## config.mk

```make
export PLATFORM = sky130hd
export DESIGN_NAME = cache_control
export DESIGN_NICKNAME = d
export VERILOG_FILES = /design/src/rtl/cache_control_pkg.sv /design/src/rtl/cache_control_perf_counters.sv /design/src/rtl/cache_control.sv
export SDC_FILE = /design/constraint.sdc
export NUM_CORES = 1
export LEC_CHECK = 0
export ABC_AREA = 1
export BUFFER_PORTS_ARGS = -buffer_cell sky130_fd_sc_hd__buf_4
export CAP_MARGIN = 30
export CORE_UTILIZATION = 37
export DETAILED_ROUTE_END_ITERATION = 7
export PLACE_DENSITY = 0.78
export SLEW_MARGIN = 0
export SYNTH_ARGS = -nofsm -noshare
export SYNTH_HDL_FRONTEND = slang
export SYNTH_SLANG_ARGS = --single-unit
```

## constraint.sdc

```tcl
create_clock -name clk -period 1.55 [get_ports clk]
set_input_delay 0 -clock clk [delete_from_list [all_inputs] [get_ports clk]]
set_output_delay 0 -clock clk [all_outputs]
set_load 0.05 [all_outputs]
```

## src/rtl/cache_control_pkg.sv

```systemverilog
`default_nettype none
// ============================================================================
// Module      : cache_types (package)
// Description : Shared types and geometry for the direct-mapped L1 cache
//               controller: FSM state encoding, datapath mux select
//               encodings, cache geometry constants and the write-mask helper.
// Revision    : 1.0 - initial release
// ============================================================================
package cache_types;

  // Cache geometry: 8 sets of 32-byte lines, 32-bit physical address.
  localparam int TAG_W      = 24;
  localparam int IDX_W      = 3;
  localparam int OFF_W      = 5;
  localparam int LINE_BYTES = 32;

  // The CPU works in 32-bit words, so the word offset drops the byte bits.
  localparam int WORD_OFF_W = OFF_W - 2;

  typedef enum logic [1:0] {
    ST_IDLE      = 2'd0,
    ST_COMPARE   = 2'd1,
    ST_WRITEBACK = 2'd2,
    ST_FILL      = 2'd3
  } state_e;

  // Line data source: the CPU word replicated across the line, or a pmem line.
  typedef enum logic {
    DSEL_CPU  = 1'b0,
    DSEL_PMEM = 1'b1
  } data_sel_e;

  // Physical address source: the CPU request, or the stored victim tag/index.
  typedef enum logic {
    PSEL_CPU    = 1'b0,
    PSEL_VICTIM = 1'b1
  } paddr_sel_e;

  // Places the four CPU byte lanes at the addressed word within the line.
  function automatic logic [LINE_BYTES-1:0] byte_mask(
    input logic [3:0]            be,
    input logic [WORD_OFF_W-1:0] word_off
  );
    return {{(LINE_BYTES-4){1'b0}}, be} << {word_off, 2'b00};
  endfunction

endpackage
`default_nettype wire

```

## src/rtl/cache_control_perf_counters.sv

```systemverilog
`default_nettype none
// ============================================================================
// Module      : cache_perf_counters
// Description : Hit / miss / write-back event counters for cache_control.
//               Only instantiated when CACHE_CTRL_PERF_EN is defined.
//               miss_pending marks that the next COMPARE is the re-compare
//               after a line fill, so its hit is not counted again.
// Revision    : 1.0 - initial release
// ============================================================================
module cache_perf_counters (
  input  logic        clk,
  input  logic        rst,
  input  logic        in_compare,
  input  logic        req,
  input  logic        hit,
  input  logic        wb_done,
  output logic [31:0] hit_count,
  output logic [31:0] miss_count,
  output logic [31:0] wb_count
);

  logic [31:0] hit_count_q,  hit_count_d;
  logic [31:0] miss_count_q, miss_count_d;
  logic [31:0] wb_count_q,   wb_count_d;
  logic        miss_pending_q, miss_pending_d;

  // Next-count logic; counters wrap naturally at 2^32.
  always_comb begin
    hit_count_d    = hit_count_q;
    miss_count_d   = miss_count_q;
    wb_count_d     = wb_count_q;
    miss_pending_d = miss_pending_q;
    if (in_compare) begin
      if (!req) begin
        miss_pending_d = 1'b0;
      end else if (hit) begin
        if (!miss_pending_q) begin
          hit_count_d = hit_count_q + 32'd1;
        end
        miss_pending_d = 1'b0;
      end else begin
        miss_count_d   = miss_count_q + 32'd1;
        miss_pending_d = 1'b1;
      end
    end
    if (wb_done) begin
      wb_count_d = wb_count_q + 32'd1;
    end
  end

  // Counter and flag registers, cleared asynchronously.
  always_ff @(posedge clk or posedge rst) begin
    if (rst) begin
      hit_count_q    <= 32'd0;
      miss_count_q   <= 32'd0;
      wb_count_q     <= 32'd0;
      miss_pending_q <= 1'b0;
    end else begin
      hit_count_q    <= hit_count_d;
      miss_count_q   <= miss_count_d;
      wb_count_q     <= wb_count_d;
      miss_pending_q <= miss_pending_d;
    end
  end

  assign hit_count  = hit_count_q;
  assign miss_count = miss_count_q;
  assign wb_count   = wb_count_q;

endmodule
`default_nettype wire

```

## src/rtl/cache_control.sv

```systemverilog
`default_nettype none
// ============================================================================
// Module      : cache_control
// Description : Sequencing FSM for the direct-mapped L1 cache. Resolves hits,
//               writes back dirty victims, fills lines from physical memory
//               and answers the CPU with a single-cycle mem_resp. All outputs
//               decode from the state register, so reset forces them low
//               immediately.
//               Optional: define CACHE_CTRL_PERF_EN to add the hit_count,
//               miss_count and wb_count performance outputs.
// Revision    : 1.0 - initial release
// ============================================================================
module cache_control
  import cache_types::*;
(
  input  logic                  clk,
  input  logic                  rst,
  input  logic                  mem_read,
  input  logic                  mem_write,
  input  logic [3:0]            mem_byte_enable,
  input  logic [WORD_OFF_W-1:0] word_offset,
  input  logic                  hit,
  input  logic                  valid_out,
  input  logic                  dirty_out,
  input  logic                  pmem_resp,
`ifdef CACHE_CTRL_PERF_EN
  output logic [31:0]           hit_count,
  output logic [31:0]           miss_count,
  output logic [31:0]           wb_count,
`endif
  output logic                  mem_resp,
  output logic                  pmem_read,
  output logic                  pmem_write,
  output logic                  ld_dirty,
  output logic                  ld_valid,
  output logic                  ld_tag,
  output logic                  dirty_in,
  output logic                  valid_in,
  output logic [LINE_BYTES-1:0] write_enable256,
  output logic                  data_sel,
  output logic                  paddr_sel
);

  state_e state_q, state_d;
  logic   req;

  // A simultaneous read and write is handled as a write.
  assign req = mem_read | mem_write;

  // Next-state and output decode; every output defaults low.
  always_comb begin
    state_d         = state_q;
    mem_resp        = 1'b0;
    pmem_read       = 1'b0;
    pmem_write      = 1'b0;
    ld_dirty        = 1'b0;
    ld_valid        = 1'b0;
    ld_tag          = 1'b0;
    dirty_in        = 1'b0;
    valid_in        = 1'b0;
    write_enable256 = '0;
    data_sel        = DSEL_CPU;
    paddr_sel       = PSEL_CPU;
    unique case (state_q)
      ST_IDLE: begin
        if (req) state_d = ST_COMPARE;
      end
      ST_COMPARE: begin
        if (!req) begin
          state_d = ST_IDLE;
        end else if (hit) begin
          mem_resp = 1'b1;
          state_d  = ST_IDLE;
          if (mem_write) begin
            // Dirty is set even when no byte lane is enabled.
            write_enable256 = byte_mask(mem_byte_enable, word_offset);
            data_sel        = DSEL_CPU;
            ld_dirty        = 1'b1;
            dirty_in        = 1'b1;
          end
        end else if (valid_out && dirty_out) begin
          state_d = ST_WRITEBACK;
        end else begin
          state_d = ST_FILL;
        end
      end
      ST_WRITEBACK: begin
        pmem_write = 1'b1;
        paddr_sel  = PSEL_VICTIM;
        if (pmem_resp) state_d = ST_FILL;
      end
      ST_FILL: begin
        pmem_read = 1'b1;
        paddr_sel = PSEL_CPU;
        if (pmem_resp) begin
          // Install the whole line as clean and valid, then re-compare.
          write_enable256 = '1;
          data_sel        = DSEL_PMEM;
          ld_tag          = 1'b1;
          ld_valid        = 1'b1;
          valid_in        = 1'b1;
          ld_dirty        = 1'b1;
          dirty_in        = 1'b0;
          state_d         = ST_COMPARE;
        end
      end
      default: state_d = ST_IDLE;
    endcase
  end

  // State register with asynchronous reset to IDLE.
  always_ff @(posedge clk or posedge rst) begin
    if (rst) state_q <= ST_IDLE;
    else     state_q <= state_d;
  end

`ifdef CACHE_CTRL_PERF_EN
  cache_perf_counters u_perf (
    .clk        (clk),
    .rst        (rst),
    .in_compare (state_q == ST_COMPARE),
    .req        (req),
    .hit        (hit),
    .wb_done    ((state_q == ST_WRITEBACK) && pmem_resp),
    .hit_count  (hit_count),
    .miss_count (miss_count),
    .wb_count   (wb_count)
  );
`endif

endmodule
`default_nettype wire

```

==> reports/metrics.cfg, run 1 <==
[die]
ios = 57
die_height_um = 43.3
initial_core_util = 0.405
dieWidth_um = 43.3
core.rowCount = 14

[synthesis]
synth.area.top_cells = nand3_1 14%, o21ai_1 13%, o21ai_0 11%
synth.most_common_cell = nand3_1
synth_edf_count = 0
yosys.area.top_type = nand3_1
syn_nets = 126
synth_seq_area_share = 0.0792
synth_mux_area_frac = 0
ys.flop_type = dfrtp_1
synthSimpleGateAreaFrac = 0.360
synth-compound-area-share = 0.293
netlist_area_um2 = 632
ys_warn_count = 0
synth_cells = 107
avgSynthCellArea_um2 = 5.91
synthAdderAreaFrac = 0.0792
synth_top_family_by_area = simple AND/OR/NAND/NOR gates
synth_xor_area_frac = 0
synthTopCellsByCount = 18 x nand3_1, 16 x o21ai_1, 14 x o21ai_0
ys_ff_latch = 2
synth.distinct_cells = 21
async_flop_share = 1.00
synth_top_area_frac = 0.143

[status]
stop_stage = global routing
status = did not finish
tool.error = [ERROR DPL-0038] Utilization greater than 100%, impossible to legalize

[cts]
cts.path.max_buffers = 2
cts_sinks = 2
cts_root_buf = clkbuf_4
numCtsBuffers = 3
h-tree-depth = 1

[placed_design]
dp.cells = 172
place.gp.congestion = 0.757
dp_hpwl_mm = 1.88
place_ws_ns = -0.0369
io_buffers = 56

[timing]
endpoint_type = primary output
worst_endpoint = write_enable256[26]

[grt]
grt_max_degree = 15

-- per-stage QoR --
| stage | cell area [µm²] | utilization |
|---|---|---|
| after CTS | 1440 | 0.924 |
| after detailed placement | 1160 | 0.747 |
| after global placement | 1160 | 0.747 |
| after floorplan | 771 | - |
-- kinds of logic after synthesis --
| kind of cell | count (synthesis) |
|---|---|
| and+or+nand+nor | 44 |
| AOI/OAI and AO/OA | 34 |
| adders and majority gates | 4 |
| DFF | 2 |
| buffers and inverters | 23 |
-- what timing repair did --
item,4_1_cts
gates resized for setup,32
cloned,2
buffers inserted,6
pin swaps,4
hold buffers,1
endpoints found under the setup margin,27
hold endpoints to repair,2
==> inputs of run 2 (changes only) <==
--- a/config.mk
+++ b/config.mk
@@ -8,9 +8,10 @@
 export ABC_AREA = 1
 export BUFFER_PORTS_ARGS = -buffer_cell sky130_fd_sc_hd__buf_4
 export CAP_MARGIN = 30
-export CORE_UTILIZATION = 37
+export CORE_AREA = 2 2 63 65
 export DETAILED_ROUTE_END_ITERATION = 7
-export PLACE_DENSITY = 0.78
+export DIE_AREA = 0 0 65 67
+export PLACE_DENSITY_LB_ADDON = 0.15
 export SLEW_MARGIN = 0
 export SYNTH_ARGS = -nofsm -noshare
 export SYNTH_HDL_FRONTEND = slang
==> reports/metrics.cfg, run 2 <==
[status]
status = complete, no violations

[final_layout]
reg.largest.list = state_q (2)
antenna-diode-count = 0
final_layout_size_suffix_gt1_frac = 0.655
fillers = 353
nets = 189
final_common_cell = buf_4
area_growth_pct = 146
regMostFlops = state_q
largest_reg_flops = 2
multi_input_area_um2 = 637
final_cell_mix = 38 x buf_4, 23 x buf_6, 18 x nand3_1, 18 x o21ai_2, 11 x nand2_1
regArea_um2 = 51.3
fin_cells = 216

[grt]
grt_max_degree = 17
grt_pass1_wl_mm = 3.88
antenna_found_initial = 0
grt_pass1_vias = 894
grt.overflow.total = 0
grt_util_all_layers = 0.111

[route]
via_per_inst = 4.44
drcViolationCount = 0
wl_mm = 2.42
first_iter_violations = 48
wl_per_cell_um = 11.2
vias = 958
final_antenna_net_count = 0
dr.pass1.iters = 4

[worst_setup_path]
cp_max_fo = 7
critical_path_arrival_ns = 1.53
critPathKind = flip-flop to output pin
critPathSlowestCell = dfrtp_1
critPathRequiredTime_ns = 1.55
cp_top_family = buffers and inverters
crit_buf_inv = 4
path_cells = inv_2 -> ha_4 -> inv_4 -> nor2_4 -> nand3_4 -> buf_12 -> o21ai_4 -> buf_6
crit_path_end_kind = output pin
slowest_delay_ns = 0.37
startpoint_type = flip-flop

[timing]
skew_ns = 0.000982
setup_tns_ns = 0
tightestPinTransition_ns = 0.211
setup_slack_ns = 0.0239
rsz0062_at_grt = yes
setup-violations-final = 0
fmax_ghz = 0.655
layout_min_cycle_time_ns = 1.53
slew_headroom = 0.858
post-route-period-util = 0.985
finalHoldViolCount = 0
maxSlewViolCount = 0

[synthesis]
netlist_area_um2 = 632
syn_nets = 126
synth_top_area_frac = 0.143
async_flop_share = 1.00
synth_seq_area_share = 0.0792
ys_warn_count = 0
synth_cells = 107
synth.area.top_cells = nand3_1 14%, o21ai_1 13%, o21ai_0 11%
yosys.area.top_type = nand3_1
synth_edf_count = 0
avgSynthCellArea_um2 = 5.91
ys_ff_latch = 2
synth.distinct_cells = 21
synthTopCellsByCount = 18 x nand3_1, 16 x o21ai_1, 14 x o21ai_0
ys.flop_type = dfrtp_1
synth.most_common_cell = nand3_1

[die]
placeableCoreArea_um2 = 3610
core.rowCount = 22
dieWidth_um = 65
ios = 57
dieArea_um2 = 4360
die_height_um = 67
initial_core_util = 0.175

[placed_design]
place_ws_ns = -0.0507
place.gp.congestion = 0.782
dp_hpwl_mm = 1.85
dp.cells = 203
io_buffers = 56

[pwr]
power.static_leakage_uw = 0.000740
vdd_drop_max_v = 0.00100
power.density_nw_per_um2 = 1300

[cts]
cts_root_buf = clkbuf_8
clkTransAtPathRegs_ns = 0.03
worst_skew_pair.late_latency_ns = 0.21
h-tree-depth = 1
cts_sinks = 2
cts.path.max_buffers = 2
numCtsBuffers = 3
cts_tree = built

[hold_path]
holdCritPathClass = input port to flip-flop

[run]
maxCapViolCount = 0

## run 2: cell counts after synthesis
No cell type changed its count.
## run 2: cell type report
cell class / count / area share
multi-input combinational: 82 / 0.410
inverter: 12 / 0.0330
clock buffer: 3 / 0.0266
timing repair buffer: 69 / 0.459
sequential: 2 / 0.0330
tap: 48 / 0.0387
## run 2: per-layer routing
metal | GRT usage | vias to the layer above | part of all wire
li1 | - | 480 | -
met3 | 0.0220 | 0 | 0.054
met4 | 0.0346 | 0 | 0
met1 | 0.128 | 443 | 0.39
met2 | 0.205 | 35 | 0.56
met5 | 0 | - | 0
## run 2: final timing paths
path	from	end	slack (ns)	cells after the start
setup / recovery	state_q[1]	write_enable256[26]	0.02	8
hold / removal	dirty_out	state_q[0]	0.15	6
setup reg to reg	state_q[1]	state_q[1]	0.27	7
hold reg to reg	state_q[0]	state_q[0]	0.56	2
max in group asynchronous	rst	state_q[0]	1.23	3
min in group asynchronous	rst	state_q[0]	0.20	3
## run 2: cell families after synthesis
family | after synthesis | synth area share
DFF | 2 | 0.0792
adders and majority gates | 4 | 0.0792
and+or+nand+nor | 44 | 0.360
buffers and inverters | 23 | 0.188
AOI/OAI and AO/OA | 34 | 0.293
## run 2: power breakdown
part / internal [µW] / total (µW) / leakage (µW) / switching [µW]
clock network: 164 / 203 / 0.0000216 / 39.1
logic: 625 / 1710 / 0.000694 / 1080
registers: 80.6 / 109 / 0.0000241 / 28.8
total: 870 / 2020 / 0.000740 / 1150
## run 2: timing repair
item                       CTS  global route
hold endpoints to repair     2             0
hold buffers                 1             0
setup endpoints to repair   22            26
gates resized for setup     14            23
pin swaps                    3             4
setup buffers                5             1
gates cloned                 1             2
## run 2: worst reg2reg max path, cell delays in order (launching register included)
cell	delay, ns
dfrtp_1	0.37
buf_4	0.15
ha_1	0.24
nor2_1	0.13
nor2_1	0.06
nor2_1	0.13
nand3_1	0.08
nand2_1	0.06
## run 2: per-stage QoR
| step | instance area, µm² | hold slack [ns] | power (µW) | util |
|---|---|---|---|---|
| floorplan | 771 | -0.259 | 1200 | - |
| global placement | 1210 | -0.141 | 1550 | 0.336 |
| detailed placement | 1210 | -0.139 | 1560 | 0.336 |
| CTS | 1400 | 0.155 | 1910 | 0.389 |
| global route | 1550 | 0.204 | 2150 | 0.431 |
| finish | 1550 | 0.153 | 2020 | 0.431 |
Power figures use the tool's default switching activity.
==> inputs of run 3 (changes only) <==
==> constraint.sdc (replaced) <==
create_clock -name clk -period 1.55 [get_ports clk]
set_input_delay 0.2325 -clock clk [delete_from_list [all_inputs] [get_ports clk]]
set_output_delay 0.2325 -clock clk [all_outputs]
set_load 0.05 [all_outputs]
==> reports/metrics.cfg, run 3 (synthesis results as in run 2) <==
[status]
failed_checks = negative setup slack
status = finished with violations

[final_layout]
largest_reg_flops = 2
antenna-diode-count = 0
final_common_cell = buf_6
final_cell_mix = 41 x buf_6, 28 x buf_4, 26 x o21ai_4, 18 x nand3_1, 11 x nand2_1
area_growth_pct = 212
design_area_um2 = 1970
fin_cells = 229
regArea_um2 = 51.3
multi_input_area_um2 = 843
final_layout_size_suffix_gt1_frac = 0.735
regMostFlops = state_q
nets = 202
fillers = 324
reg.largest.list = state_q (2)

[cts]
worst_skew_pair.late_latency_ns = 0.22
cts_sinks = 2
cts_root_buf = clkbuf_8
numCtsBuffers = 3
cts_tree = built
h-tree-depth = 1
clkTransAtPathRegs_ns = 0.03
cts.path.max_buffers = 2

[timing]
finalHoldViolCount = 0
setup_slack_ns = -0.248
slew_headroom = 0.829
post-route-period-util = 1.16
setup_tns_ns = -7.22
tightestPinTransition_ns = 0.255
setup-violations-final = 39
fmax_ghz = 0.556
maxSlewViolCount = 0
skew_ns = 0.00268
layout_min_cycle_time_ns = 1.80
rsz0062_at_grt = yes

[route]
wl_per_cell_um = 12.0
final_antenna_net_count = 0
drcViolationCount = 0
dr.pass1.iters = 4
vias = 1050
via_per_inst = 4.59
wl_mm = 2.74
first_iter_violations = 34

[pwr]
power.static_leakage_uw = 0.000868
switching_share = 0.539
power.density_nw_per_um2 = 1240
power.share.sequential = 0.047
switchingPower_uw = 1310
p_int_uw = 1120
vdd_drop_max_v = 0.000755
p_clk_frac = 0.089
p_comb_frac = 0.864

[placed_design]
place_area_um2 = 1480
dp.cells = 213
io_buffers = 56
place_ws_ns = -0.0542
dp_hpwl_mm = 2.00
place.gp.congestion = 0.699

[worst_setup_path]
path_cells = inv_2 -> ha_4 -> inv_4 -> nor2_4 -> nand3_4 -> buf_12 -> o21ai_4 -> buf_6
critPathSlowestCell = dfrtp_1
r2r_slack_ns = 0.11
cp_max_fo = 8
slowest_delay_ns = 0.38
critPathKind = flip-flop to output pin
crit_path_end_kind = output pin
startpoint_type = flip-flop
critPathRequiredTime_ns = 1.32
r2r_cells = 9
r2r-start = state_q[1]
r2r-end = state_q[1]
critical_path_arrival_ns = 1.57

[run]
maxCapViolCount = 0

[grt]
grt.overflow.total = 0
grt_pass1_vias = 990
met1_usage = 0.146
gr-usage-met2 = 0.250
grt_pass1_wl_mm = 4.43
grt_max_degree = 12
use_met3 = 0.0118
grt_util_all_layers = 0.131
antenna_found_initial = 0
busiest_layer = met2

[die]
ios = 57
die_height_um = 67
placeableCoreArea_um2 = 3610
dieArea_um2 = 4360
initial_core_util = 0.175
dieWidth_um = 65
core.rowCount = 22

[hold_path]
hold_end = state_q[0]
whs_path_depth = 6
worstHoldStart = dirty_out
holdCritPathClass = input port to flip-flop

run 3: cell count changes in the layout (fill, tap and decap cells not counted), sizes merged:
cell and delta:
buf +14, bufbuf +1, clkbuf -2
run 3: per-layer routing:
metal  vias to the layer above  share of wire  routed length [µm]
li1                        508              -                   -
met1                       490           0.36                 993
met2                        49           0.56                1540
met3                         3          0.061                 167
met4                         0          0.014                  38
met5                         -              0                   0
run 3: worst max-delay path: cells and delay by family, from the launching register on:
| family | cells | cell delay [ns] |
|---|---|---|
| AOI/OAI and AO/OA | 1 | 0.14 |
| adders and majority gates | 1 | 0.14 |
| buffers and inverters | 4 | 0.48 |
| DFF | 1 | 0.38 |
| and+or+nand+nor | 2 | 0.22 |
run 3: worst max-delay path by stage:
stage / cells after the start / to / start
after global placement: 8 / write_enable256[26] / state_q[1]
after CTS: 8 / write_enable256[26] / state_q[1]
after global routing: 8 / write_enable256[26] / state_q[1]
after detailed placement: 8 / write_enable256[26] / state_q[1]
after floorplan: 7 / write_enable256[16] / state_q[1]
final: 8 / write_enable256[26] / state_q[1]
run 3: repair_timing:
action / 4_1_cts / 5_1_grt
buffers inserted: 6 / 5
hold endpoints to repair: 2 / 0
hold buffers: 1 / 0
endpoints found under the setup margin: 39 / 44
cloned: 2 / 0
gates resized for setup: 54 / 15
pin swaps: 4 / 5
run 3: power groups by stage:
stage               Combinational [µW]  Sequential, µW  Clock, µW
floorplan                         1230             107          0
global placement                  1710             106          0
detailed placement                1720             107          0
CTS                               2030             112        224
global route                      2220             117        226
finish                            2100             114        217
run 3: area by class of cell:
class                      count  share of cell area
inverter                      12              0.0260
sequential                     2              0.0260
multi-input combinational     82               0.428
tap                           48              0.0305
timing repair buffer          82               0.468
clock buffer                   3              0.0210
run 3: through the flow:
stage          utilization  hold slack [ns]  total power [µW]
2_1_floorplan            -          -0.0263              1340
6_report             0.546            0.383              2430
3_3_place_gp         0.410           0.0936              1810
5_1_grt              0.546            0.421              2560
4_1_cts              0.513            0.384              2360
3_5_place_dp         0.410           0.0943              1820
